`config.mk`:
```
export PLATFORM = sky130hd
export DESIGN_NAME = cdb_arbiter
export DESIGN_NICKNAME = d
export VERILOG_FILES = /design/src/rtl/cdb_arbiter_pkg.sv /design/src/rtl/cdb_arbiter_rr_picker.sv /design/src/rtl/cdb_arbiter.sv
export SDC_FILE = /design/constraint.sdc
export NUM_CORES = 1
export LEC_CHECK = 0
export CAP_MARGIN = 15
export CORE_MARGIN = 2
export CORE_UTILIZATION = 47
export CTS_CLUSTER_DIAMETER = 30
export DETAILED_ROUTE_END_ITERATION = 6
export PLACE_DENSITY = 0.8
export RECOVER_POWER = 100
export SETUP_SLACK_MARGIN = 0.02
export SKIP_CTS_REPAIR_TIMING = 1
export SYNTH_ARGS = -nofsm -noshare
export SYNTH_HDL_FRONTEND = slang
export SYNTH_SLANG_ARGS = --single-unit
export TNS_END_PERCENT = 50
```
`constraint.sdc`:
```
create_clock -name clk -period 4.1 [get_ports clk]
set_input_delay 0.41 -clock clk [delete_from_list [all_inputs] [get_ports clk]]
set_output_delay 0.41 -clock clk [all_outputs]
set_load 0.05 [all_outputs]
```
`src/rtl/cdb_arbiter_pkg.sv`:
```
// Shared RV32I pipeline types: the common data bus result record and FU count.
package rv32i_types;

  localparam int unsigned NUM_FU = 4;

  typedef struct packed {
    logic        valid;
    logic [5:0]  rob_idx;
    logic [5:0]  pd;
    logic [31:0] data;
  } cdb_t;

endpackage

```
`src/rtl/cdb_arbiter_rr_picker.sv`:
```
// Round-robin priority picker: first set request at or after ptr, wrapping to 0.
module rr_picker #(
  parameter int unsigned NUM_FU = 4,
  parameter int unsigned IDX_W  = 2
) (
  input  logic [NUM_FU-1:0] req,
  input  logic [IDX_W-1:0]  ptr,
  output logic [NUM_FU-1:0] grant,
  output logic [IDX_W-1:0]  grant_idx
);

  logic        found;
  int unsigned idx;

  always_comb begin
    grant     = '0;
    grant_idx = '0;
    found     = 1'b0;
    idx       = 0;
    for (int unsigned k = 0; k < NUM_FU; k++) begin
      idx = (ptr + k) % NUM_FU;
      if (!found && req[idx[IDX_W-1:0]]) begin
        found                  = 1'b1;
        grant[idx[IDX_W-1:0]]  = 1'b1;
        grant_idx              = idx[IDX_W-1:0];
      end
    end
  end

endmodule

```
`src/rtl/cdb_arbiter.sv`:
```
// Common data bus arbiter: one holding slot per functional unit, round-robin
// broadcast of one held result per cycle.
module cdb_arbiter
  import rv32i_types::cdb_t;
#(
  parameter int unsigned NUM_FU = rv32i_types::NUM_FU,
  parameter int unsigned IDX_W  = $clog2(NUM_FU)
) (
  input  logic              clk,
  input  logic              rst,
  input  logic              flush,
  input  cdb_t              fu_in [NUM_FU],
  output logic [NUM_FU-1:0] fu_ready,
  output cdb_t              cdb_out,
  output logic [IDX_W-1:0]  grant_idx,
  output logic [31:0]       conflict_cnt
);

  logic [NUM_FU-1:0] held_valid_q, held_valid_d;
  logic [NUM_FU-1:0] grant, capture;
  logic [IDX_W-1:0]  rr_ptr_q, rr_ptr_d, pick_idx;
  logic [31:0]       conflict_q, conflict_d;
  logic              any_held;
  cdb_t              held_q [NUM_FU];

  rr_picker #(
    .NUM_FU (NUM_FU),
    .IDX_W  (IDX_W)
  ) u_picker (
    .req       (held_valid_q),
    .ptr       (rr_ptr_q),
    .grant     (grant),
    .grant_idx (pick_idx)
  );

  assign any_held = |held_valid_q;

  // A granted slot drains this edge, so it can accept a new result at once.
  assign fu_ready = rst ? '1 : (~held_valid_q | grant);

  always_comb begin
    for (int unsigned i = 0; i < NUM_FU; i++) begin
      capture[i] = fu_in[i].valid && fu_ready[i] && !flush && !rst;
    end
  end

  always_comb begin
    held_valid_d = (held_valid_q & ~grant) | capture;
    rr_ptr_d     = rr_ptr_q;
    conflict_d   = conflict_q;
    if (flush) begin
      held_valid_d = '0;
      rr_ptr_d     = '0;
    end else begin
      if (any_held) begin
        rr_ptr_d = (pick_idx == IDX_W'(NUM_FU - 1)) ? '0 : pick_idx + IDX_W'(1);
      end
      if ($countones(held_valid_q) >= 2) begin
        conflict_d = conflict_q + 32'd1;
      end
    end
  end

  always_ff @(posedge clk) begin
    if (rst) begin
      held_valid_q <= '0;
      rr_ptr_q     <= '0;
      conflict_q   <= '0;
    end else begin
      held_valid_q <= held_valid_d;
      rr_ptr_q     <= rr_ptr_d;
      conflict_q   <= conflict_d;
    end
  end

  // Payload needs no reset; held_valid_q qualifies it.
  always_ff @(posedge clk) begin
    for (int unsigned i = 0; i < NUM_FU; i++) begin
      if (capture[i]) held_q[i] <= fu_in[i];
    end
  end

  always_comb begin
    cdb_out       = held_q[pick_idx];
    cdb_out.valid = any_held && !flush && !rst;
  end

  assign grant_idx    = rst ? '0 : pick_idx;
  assign conflict_cnt = conflict_q;

endmodule

```
==> results of run 1 <==
==> kinds of logic (layout without fill, tap and decap cells) <==
kind of cell | count (synthesis) | count (layout)
and+or+nand+nor | 253 | 253
buffers and inverters | 55 | 377
adders and majority gates | 9 | 9
muxes | 6 | 6
other | 0 | 6
AOI/OAI and AO/OA | 134 | 135
xor gates and xnor gates | 28 | 28
DFF | 214 | 214
==> per-stage QoR <==
stage          instances  worst slack (ns)  hold WS [ns]
6_report            1262            0.2153        0.4872
3_5_place_dp        1170            0.3733        0.5033
4_1_cts             1254           -0.1875        0.4160
2_1_floorplan        699            0.3443        0.5089
5_1_grt             1261           0.03418        0.4795
3_3_place_gp        1170            0.5160        0.4881
==> sequential cells by signal (all words and copies together) (netlist names), named ones only <==
name / flops
held_q: 176
conflict_cnt: 32
held_valid_q: 4
rr_ptr_q: 1
==> Yosys cell counts, drive strengths merged (8+ instances only) <==
master | count | area, um^2
edfxtp | 176 | 5285
nand2 | 112 | 420.4
a211oi | 45 | 337.8
a31oi | 45 | 281.5
and2 | 45 | 281.5
nor2 | 41 | 153.9
dfxtp | 38 | 760.7
clkbuf | 27 | 101.4
a21oi | 16 | 83.83
xor2 | 15 | 131.4
buf | 14 | 65.06
inv | 14 | 52.55
xnor2 | 13 | 113.9
o21ai | 9 | 45.04
ha | 8 | 100.1
nor3 | 8 | 40.04
==> worst paths after layout <==
| kind | to | slack [ns] | depth (start not counted) |
|---|---|---|---|
| min | held_valid_q[1] | 0.49 | 3 |
| max reg2reg | held_q[2][17] | 0.31 | 7 |
| min reg2reg | conflict_cnt[24] | 0.51 | 2 |
| max | cdb_out[21] | 0.22 | 9 |
==> layout make-up <==
cell class / instances / area (um^2)
clock inverter: 31 / 359.1
clock buffer: 53 / 1176
sequential: 214 / 6047
tap: 234 / 292.8
fill: 1229 / 4989
multi-input combinational: 431 / 2633
antenna: 6 / 15.01
inverter: 14 / 52.55
timing repair buffer: 279 / 3017
==> worst max-delay path, stage by stage, from the launching register on <==
cell,delay (ns)
dfxtp_2,0.46
inv_1,0.13
ha_2,0.47
a21bo_2,0.27
a32oi_4,0.33
o221a_4,0.31
buf_4,0.28
a211oi_1,0.12
a31oi_1,0.19
clkdlybuf4s15_2,0.40
==> power groups by stage <==
stage	clock [mW]	sequential [mW]	combinational, mW
global route	3.77	2.45	1.11
detailed placement	0	2.48	1.20
CTS	3.64	2.45	1.21
floorplan	0	2.48	0.551
finish	3.61	2.45	1.06
global placement	0	2.48	1.18
==> metal layers <==
metal / share of wire [%] / track usage (%) / vias up
li1: - / - / 3190
met1: 38 / 28.48 / 3306
met2: 52 / 42.90 / 279
met3: 6.7 / 6.827 / 48
met4: 2.7 / 9.579 / 2
met5: 0.052 / 0 / -
==> metrics.txt, run 1 <==
number of cell rows=50; Hold Path Class=input port to flop; final instance area=between 10,000 and 15,000 um^2; compound-gate portion of the synthesized area=about a tenth; Critical Path Start Type=flop; Slew @ Worst Pin=approximately 1.4 ns; Area Growth Syn to Fin=53.74%; CP startpoint=rr_ptr_q[1]; synthesized instance count=699; maximum clock frequency=approximately 260 MHz; Combinational Power Share=around 15%; xor/xnor share of the synthesized area=2.774%; syn nets=between 800 and 900; WP data required=3.69 ns; cell area power density=approximately 520 nW/um^2; Clock Skew=0.02784 ns; post-synthesis cell area=around 9000 um^2; Hold Fails Final Rpt=0; CTS max path bufs=3; clock sink count=roughly 210; final period utilization=94.75%; setup TNS=0 ns; Design Power=just over 7 mW; TritonCTS clock tree=done; most common cell after layout, fill and taps aside=dlygate4sd3_1; Cell variety after synth=about 50; Worst Path Class, Setup=flop to output pin; CTS Buf Count=45; post-route ant nets=0; status=completed; Final Max Tran Viols=0; Detailed Place HPWL=roughly 16,000 um; Final min period=roughly 3.9 ns; worst reg2reg startpoint=rr_ptr_q[1]; core area=between 15,000 and 20,000 um^2; yosys warns=0; mux contribution to synthesized area=0.8208%; Final nets=roughly 1,200; H-tree levels=2; root buffer cell=clkbuf_16; max_cap viols=0; First DRT Iteration DRCs=around 380; io pins=between 200 and 300; internal power=5.304 mW; drt total wl=~25,000 um; hold_sp=fu_in[134]; Initial Utilization=47.58%; Critical Path AT=~3.5 ns; Die Width=around 140 um; post-route DRC violation count=0; sequential element share of the synthesized area=between 60 and 70%; Overall Global Routing Usage=approximately 24%; number of port buffers=roughly 270; dpl cell area=12,290 um^2; Worst-path clk slew=around 0.050 ns; NetSw=approximately 1.8 mW; largest net degree at the start of global routing=70; vias in the first global route=slightly above 7,000; number of flops mapped to enable cells by yosys=between 150 and 200; initial antenna violation count=7; total global routing overflow=0; Skew-Pair Late Insertion Delay=between 0.5 and 0.6 ns; Avg WL per Cell=roughly 20 um; simple-gate share of the synthesized area=between 10% and 20%; sequential power share=34.4%; final core occ=roughly three quarters; via count=6,825; final setup fails=0; main combinational cell family by area after synthesis=simple AND/OR/NAND/NOR gates; Avg Inst Size Synth=between 10 and 15 um^2; leak pwr=~5.0 nW; Clk pwr share=50.7%; die height=approximately 140 um; first-pass GRT wire length=~38,000 um; relative slew slack=about 5%; most frequent cells in the layout=dlygate4sd3_1, edfxtp_1, nand2_1; switching share of power=between 20% and 30%; DIE AREA=about 20,000 um^2; Worst setup EP type=output pin; Synth async-reset ratio=0%; GP Congestion=between 0.8 and 0.9; Crit Path Max Fanout=19; RSZ-0062 raised after global routing=no; drt first pass iters=5; Worst IR Drop VDD=between 0.4 and 0.5 mV; ratio of cells with drive above 1 in the final layout=about 14%; post-synthesis register bit count=between 200 and 250; Adder-Cell Fraction of Synth Area=roughly 1.4%; Synth Flop Type=edfxtp_1; Vias per Instance=between 5 and 6
Power figures use the tool's default switching activity.
==> run 2: changes to the inputs <==
Settings changed: DONT_BUFFER_PORTS set to 1, PLACE_DENSITY 0.8 to unset.
Clock period 4.1 ns to 4.3 ns, I/O delays scaled along.
==> metrics.txt, run 2 (synthesized netlist as in run 1, its figures left out) <==
status=completed; final core occ=~67%; die height=141.2 um; number of cell rows=50; CTS Buf Count=between 40 and 50; placed cells=~950; Final nets=approximately 1,100; worst reg-to-reg setup slack=~0.38 ns; Worst setup EP type=output pin; worst reg2reg startpoint=rr_ptr_q[1]; dpl cell area=approximately 9500 um^2; number of port buffers=0; Avg WL per Cell=between 20 and 25 um; cell area power density=around 530 nW/um^2; Worst IR Drop VDD=0.3880 mV; clock sink count=about 210; hold_sp=fu_in[129]; vias in the first global route=between 5,000 and 6,000; Hold Path Class=input port to flop; Clk pwr share=approximately 53%; Design Power=6.691 mW; Layout Cells excl Fill=1,196; Skew-Pair Late Insertion Delay=roughly 0.52 ns; Final Max Tran Viols=0; setup TNS=0 ns; core area=between 15,000 and 20,000 um^2; DIE AREA=19,920 um^2; first-pass GRT wire length=around 33,000 um; setup ws final=0.2153 ns; drt total wl=between 20,000 and 30,000 um; Detailed Place HPWL=14,580 um; CP max-delay cell=ha_1; TritonCTS clock tree=done; post-route DRC violation count=0; sequential power share=around a third; Worst Path Class, Setup=flop to output pin; WP depth=9; Hold Path Sink=held_q[1][39]; worst r2r path cells=7; ratio of cells with drive above 1 in the final layout=14.70%; Overall Global Routing Usage=21.53%; maximum clock frequency=about 240 MHz; hold_ws=between 0.015 and 0.02 ns; Critical Path Start Type=flop; Clock Skew=0.01904 ns; NetSw=around 1.7 mW; RSZ-0062 raised after global routing=no; H-tree levels=2; Crit Path Max Fanout=between 40 and 50; most frequent cells in the layout=edfxtp_1, dlygate4sd3_1, nand2_1; relative slew slack=between 3 and 4%; number of flip-flops in the largest register=between 150 and 200; Biggest register=held_q; most common cell after layout, fill and taps aside=edfxtp_1; total global routing overflow=0; WP data required=3.87 ns; Hold Path Depth=0; io pins=~270; final setup fails=0; CP Buf/Inv Count=3; CP cell instances=inv_1 -> ha_1 -> a21bo_2 -> a32oi_1 -> o221a_4 -> buf_12 -> a211oi_1 -> a31oi_1 -> buf_4; final period utilization=94.99%; Vias per Instance=between 5 and 6; capture point of the worst reg-to-reg path=held_q[0][0]; internal power=between 5 and 6 mW; CTS max path bufs=3; Worst-path clk slew=approximately 0.040 ns; switching share of power=between 20% and 30%; via count=a little under 7,000; initial antenna violation count=3; Combinational Power Share=12.5%; CP peak stage delay=around 0.52 ns; GP Congestion=~0.85; Critical Path AT=about 3.7 ns; leak pwr=~4.4 nW; First DRT Iteration DRCs=approximately 430; Hold Fails Final Rpt=0; max_cap viols=0; pre-CTS setup slack=between 0.6 and 0.7 ns; Slew @ Worst Pin=between 1 and 1.5 ns; drt first pass iters=5; post-route ant nets=0; final instance area=~13,000 um^2; Die Width=roughly 140 um; Initial Utilization=a little under half; Final min period=approximately 4 ns; root buffer cell=clkbuf_16; crit-path leading delay family=compound AO/OA/AOI/OAI gates; largest net degree at the start of global routing=just under 80; Area Growth Syn to Fin=41.85%
## run 2: worst max path at each step
stage	startpoint	to
2_1_floorplan	rr_ptr_q[1]	cdb_out[34]
3_3_place_gp	rr_ptr_q[1]	cdb_out[41]
3_5_place_dp	rr_ptr_q[1]	cdb_out[41]
4_1_cts	rr_ptr_q[1]	cdb_out[41]
5_1_grt	rr_ptr_q[1]	cdb_out[4]
6_report	rr_ptr_q[1]	cdb_out[4]
## run 2: layout make-up
type,count,area (um^2)
inverters,14,52.55
diodes,3,7.507
clock buffers,50,1134
clock inverters,28,395.4
well taps,234,292.8
flip-flops and latches,214,6047
multi-input cells,430,2600
repair buffers,223,2012
fillers,1275,6040
## run 2: per-layer routing
layer | GRT usage (%) | up-vias | part of all wire [%]
li1 | - | 3051 | -
met1 | 25.86 | 3290 | 39
met2 | 35.49 | 328 | 51
met3 | 7.813 | 54 | 7.0
met4 | 8.526 | 0 | 2.4
met5 | 0 | - | 0
## run 2: power by group through the flow
stage	clock [mW]	combinational, mW	sequential (mW)
2_1_floorplan	0	0.525	2.36
3_3_place_gp	0	0.728	2.37
3_5_place_dp	0	0.734	2.37
4_1_cts	3.52	0.736	2.34
5_1_grt	3.65	0.877	2.34
6_report	3.52	0.834	2.34
